[config.mk]
export PLATFORM = sky130hd
export DESIGN_NAME = shumezuesi_sekuencial
export DESIGN_NICKNAME = d
export VERILOG_FILES = /design/src/rtl/shumezuesi_sekuencial_pkg.sv /design/src/rtl/shumezuesi_sekuencial_mbledhesi.sv /design/src/rtl/shumezuesi_sekuencial.sv
export SDC_FILE = /design/constraint.sdc
export NUM_CORES = 1
export LEC_CHECK = 0
export CAP_MARGIN = 20
export CORE_UTILIZATION = 52
export CTS_CLUSTER_SIZE = 20
export DETAILED_ROUTE_END_ITERATION = 7
export HOLD_SLACK_MARGIN = 0.06
export PLACE_DENSITY = 0.8
export SLEW_MARGIN = 10
export SYNTH_ARGS = -nofsm -noshare
export SYNTH_HDL_FRONTEND = slang
export SYNTH_SLANG_ARGS = --single-unit
[constraint.sdc]
create_clock -name clk -period 8.3 [get_ports clk]
set_input_delay 1.66 -clock clk [delete_from_list [all_inputs] [get_ports clk]]
set_output_delay 1.66 -clock clk [all_outputs]
set_load 0.03 [all_outputs]
[src/rtl/shumezuesi_sekuencial_pkg.sv]
// Shared constants and FSM encoding for the sequential shift-add multiplier.
// Used by the CPU control blocks.
package shumezuesi_sekuencial_pkg;

  localparam int WIDTH = 16;
  localparam int STEPS = 16;
  localparam int CNT_W = $clog2(STEPS);

  typedef enum logic [1:0] {
    S_IDLE = 2'd0,
    S_RUN  = 2'd1,
    S_DONE = 2'd2
  } state_t;

endpackage

[src/rtl/shumezuesi_sekuencial_mbledhesi.sv]
// Team 16-bit ripple-carry adder.
// It is the only arithmetic element of the sequential multiplier.
module Mbledhesi16bit (
  input  logic [15:0] i_a,
  input  logic [15:0] i_b,
  input  logic        i_cin,
  output logic [15:0] o_sum,
  output logic        o_cout
);

  logic [16:0] w_carry;

  assign w_carry[0] = i_cin;

  for (genvar g = 0; g < 16; g++) begin : g_fa
    assign o_sum[g]     = i_a[g] ^ i_b[g] ^ w_carry[g];
    assign w_carry[g+1] = (i_a[g] & i_b[g]) | (w_carry[g] & (i_a[g] ^ i_b[g]));
  end

  assign o_cout = w_carry[16];

endmodule

[src/rtl/shumezuesi_sekuencial.sv]
// Sequential 16x16 unsigned multiplier: one add-and-shift step per cycle for 16 cycles.
// Uses a single ripple adder. Product and overflow are held between completions.
module shumezuesi_sekuencial
  import shumezuesi_sekuencial_pkg::*;
(
  input  logic                 clk,
  input  logic                 reset,
  input  logic                 start,
  input  logic [WIDTH-1:0]     a,
  input  logic [WIDTH-1:0]     b,
  output logic                 busy,
  output logic                 done,
  output logic [2*WIDTH-1:0]   product,
  output logic                 overflow
);

  state_t               r_state;
  state_t               w_state_next;
  logic [CNT_W-1:0]     r_count;
  logic [WIDTH-1:0]     r_acc_hi;
  logic [WIDTH-1:0]     r_acc_lo;
  logic [WIDTH-1:0]     r_mcand;
  logic [2*WIDTH-1:0]   r_product;
  logic                 r_overflow;

  logic [WIDTH-1:0]     w_addend;
  logic [WIDTH-1:0]     w_sum;
  logic                 w_cout;
  logic                 w_accept;
  logic                 w_last;
  logic [2*WIDTH-1:0]   w_shifted;

  assign w_addend  = r_acc_lo[0] ? r_mcand : '0;
  assign w_last    = (r_count == CNT_W'(STEPS - 1));
  // The adder carry-out becomes the new MSB, so 0xFFFF*0xFFFF keeps every bit.
  assign w_shifted = {w_cout, w_sum, r_acc_lo[WIDTH-1:1]};

  Mbledhesi16bit u_adder (
    .i_a   (r_acc_hi),
    .i_b   (w_addend),
    .i_cin (1'b0),
    .o_sum (w_sum),
    .o_cout(w_cout)
  );

  // NOTE: sequential state uses non-blocking assignments so every register samples pre-edge values.
  always_ff @(posedge clk) begin
    if (reset) r_state <= S_IDLE;
    else       r_state <= w_state_next;
  end

  // NOTE: every output of this block gets a default first, so no latch can be inferred.
  always_comb begin
    w_state_next = r_state;
    w_accept     = 1'b0;
    busy         = 1'b0;
    done         = 1'b0;
    case (r_state)
      S_IDLE: begin
        if (start) begin
          w_accept     = 1'b1;
          w_state_next = S_RUN;
        end
      end
      S_RUN: begin
        busy = 1'b1;
        if (w_last) w_state_next = S_DONE;
      end
      S_DONE: begin
        done = 1'b1;
        if (start) begin
          w_accept     = 1'b1;
          w_state_next = S_RUN;
        end else begin
          w_state_next = S_IDLE;
        end
      end
      default: w_state_next = S_IDLE;
    endcase
  end

  // NOTE: the reset clears every datapath register, so an aborted run leaves product at zero.
  always_ff @(posedge clk) begin
    if (reset) begin
      r_count    <= '0;
      r_acc_hi   <= '0;
      r_acc_lo   <= '0;
      r_mcand    <= '0;
      r_product  <= '0;
      r_overflow <= 1'b0;
    end else if (w_accept) begin
      r_count  <= '0;
      r_acc_hi <= '0;
      r_acc_lo <= b;
      r_mcand  <= a;
    end else if (r_state == S_RUN) begin
      {r_acc_hi, r_acc_lo} <= w_shifted;
      if (w_last) begin
        r_product  <= w_shifted;
        r_overflow <= |w_shifted[2*WIDTH-1:WIDTH];
      end else begin
        // The counter parks at the terminal value until the next acceptance.
        r_count <= r_count + 1'b1;
      end
    end
  end

  assign product  = r_product;
  assign overflow = r_overflow;

endmodule

==> summary.md <==
| Metric | Value |
|---|---|
| Library cells used by synthesis | `30` |
| Number of buffers inserted by port buffering | `69` |
| Root Driver | `clkbuf_8` |
| Number of max-cap violations | `0` |
| Pin count of the biggest net entering global routing | `74` |
| Final worst setup slack | `between 1 and 1.5 ns` |
| Max Root-Sink Buffers | `2` |
| Starting Density | `54.30%` |
| CTS buffer count | `9` |
| Seq cells post-synth | `87` |
| Hold path depth | `2` |
| Number of synthesized flops with an enable pin | `0` |
| Die Span X | `about 87 um` |
| Post-CTS resize count | `0` |
| Crit start category | `register` |
| Post-layout nets | `531` |
| Setup Buffers After CTS | `0` |
| Drt via density | `5.647` |
| Most common cell after layout, fill and taps aside | `dfxtp_1` |
| Post-DRT Antenna Nets | `0` |
| Crit Path Category | `register to register` |
| Clock sinks | `87` |
| Via count | `3,275` |
| Hold Path Origin | `r_mcand[12]` |
| Status | `finished, final reports clean` |
| Worst path arrival time | `7.32 ns` |
| Clk_skew | `0.009034 ns` |
| Final period utilization | `85.73%` |
| Worst hold slack | `0.4551 ns` |
| Avg WL per Cell | `14.83 um` |
| DIE HEIGHT | `86.69 um` |
| FF-to-FF setup slack | `1.18 ns` |
| GPL Wtd Cong | `0.8122` |
| R2R depth | `23` |
| Yosys warns | `0` |
| Vias in the first global route | `2,956` |
| Synth Cell Area | `around 3700 um^2` |
| Pins Over Slew Limit | `0` |
| DP Worst Slack | `around 1.3 ns` |
| Post-route cell area | `4627 um^2` |
| Leakage power | `1.614 nW` |
| Total track usage | `23.91%` |
| First-pass GRT wire length | `between 10,000 and 15,000 um` |
| I/O pin count | `70` |
| Final Setup Violations | `0` |
| Diodes inserted | `0` |
| RSZ-0062 raised after global routing | `no` |
| Required @ worst endpoint | `8.50 ns` |
| Post-Layout Cell Count | `580` |
| Slew @ Worst Pin | `0.7843 ns` |
| Final Hold Fails | `0` |
| R2R Path End | `overflow` |
| Synth Area per Inst | `8.634 um^2` |
| Drt drc | `0` |
| Core footprint | `roughly 6900 um^2` |
| DRT Pass-1 Iters | `5` |
| Hold crit path type | `register to register` |
| Total power | `0.8711 mW` |
| Grt total ovfl | `0` |
| TritonCTS clock tree | `built` |
| Setup_tns | `0 ns` |
| Worst-Skew Late Latency | `0.35 ns` |
| Crit path time final | `7.115 ns` |
| Placed cells | `between 500 and 600` |
| Number of DRC markers in iteration 0 | `264` |
| Cells after Synth | `432` |
| Clock slew at reported path FFs | `0.08 ns` |
| H-Tree Depth | `3` |
| Slew margin rel. | `47.71%` |
| P per Cell Area | `188.3 nW/um^2` |
| Asr flop ratio synth | `0%` |
| Peak Freq | `0.1405 GHz` |
| Most frequent cells in the layout | `dfxtp_1 (87), a21oi_1 (81), clkdlybuf4s50_1 (68), nand2_1 (59), nand3_1 (46)` |
| Hold_buf cts | `0` |
| Most used DFF post-synth | `dfxtp_1` |
| Total placed instance area | `4377 um^2` |
| Fin util | `~67%` |
| Die Area | `7515 um^2` |
| Final wirelength | `8600 um` |
| Part of the Yosys area used for sequential elements | `46.70%` |
| Worst Hold End | `r_mcand[12]` |
| Initial antenna violation count | `0` |
| CP endpoint kind | `register` |
| Maximum vdd drop | `0.1061 mV` |
| Crit path from | `r_acc_lo[0]` |
| Post-Syn Nets | `just under 500` |
| FF-to-FF Start | `r_acc_lo[0]` |
| Dpl hpwl | `roughly 5400 um` |
| Area delta synth->final | `24.05%` |
| Cell Rows | `30` |
| CP max FO | `17` |
| Fraction of layout cells with a size suffix above 1 | `4.959%` |
==> worst max-delay path by stage <==
| stage | end | slack, ns |
|---|---|---|
| 2_1_floorplan | overflow | 1.63 |
| 3_3_place_gp | overflow | 1.48 |
| 3_5_place_dp | overflow | 1.35 |
| 4_1_cts | overflow | 1.24 |
| 5_1_grt | overflow | 0.96 |
| 6_report | overflow | 1.18 |
==> state kept, by name (all words and copies together), names as in the netlist <==
| name | cells |
|---|---|
| overflow | 1 |
| r_count | 4 |
| r_mcand | 16 |
| product | 32 |
| r_state | 2 |
| r_acc_hi | 16 |
| r_acc_lo | 16 |
==> critical path, cell delays in order (launching register included) <==
cell      delay [ns]
dfxtp_1         0.44
and2_1          0.23
ha_1            0.18
inv_1           0.07
fa_1            0.19
fa_1            0.17
inv_1           0.05
fa_1            0.37
fa_1            0.39
fa_1            0.41
fa_1            0.41
fa_1            0.42
fa_1            0.41
fa_1            0.39
fa_1            0.40
fa_1            0.39
fa_1            0.38
inv_1           0.08
fa_1            0.16
inv_1           0.05
fa_1            0.47
or4b_1          0.49
nor4_1          0.31
a211oi_1        0.12
==> cells by family (layout without fill, tap and decap cells) <==
logic type      after synthesis  after routing  share of synthesized area, %
fa+ha+maj                    17             17                         8.722
simple gates                140            140                         17.58
compound gates              138            138                         20.40
flops                        87             87                         46.70
buf+inv                      50            102                         6.608
==> power breakdown <==
part / switching, mW / internal (mW)
combinational: 0.0476 / 0.0325
clock: 0.143 / 0.209
sequential: 0.00964 / 0.430
total: 0.200 / 0.671
==> metal layers <==
layer  global-route usage, %  routed length, um  share of wire, %  up-vias
met5                       0                  0                 0        -
met4                   9.091                169               2.0        0
met3                   2.857                399               4.6       13
met2                   37.45               4096                48      124
met1                   34.00               3935                46     1561
li1                        -                  -                 -     1577
==> cell usage after synthesis (3+ instances only) <==
| cell type | count | area share, % |
|---|---|---|
| nand3_1 | 46 | 6.2 |
| nor2_1 | 7 | 0.70 |
| fa_1 | 15 | 8.1 |
| a21oi_1 | 81 | 11 |
| nor3_1 | 3 | 0.40 |
| clkbuf_1 | 20 | 2.0 |
| dfxtp_1 | 87 | 47 |
| buf_2 | 14 | 1.9 |
| and2_1 | 12 | 2.0 |
| o21ai_0 | 29 | 3.9 |
| a22oi_1 | 16 | 3.2 |
| nand2b_1 | 3 | 0.50 |
| a211oi_1 | 11 | 2.2 |
| nand2_1 | 59 | 5.9 |
| inv_1 | 9 | 0.91 |
==> area by class of cell <==
| class | count | area [um^2] |
|---|---|---|
| Timing Repair Buffer | 76 | 742.0 |
| Sequential cell | 87 | 1742 |
| Fill cell | 572 | 2242 |
| Clock inverter | 3 | 90.09 |
| Tap cell | 96 | 120.1 |
| Multi-Input combinational cell | 295 | 1747 |
| Clock buffer | 13 | 148.9 |
| Inverter | 10 | 37.54 |
No activity file was read; power rests on OpenSTA's default activity.
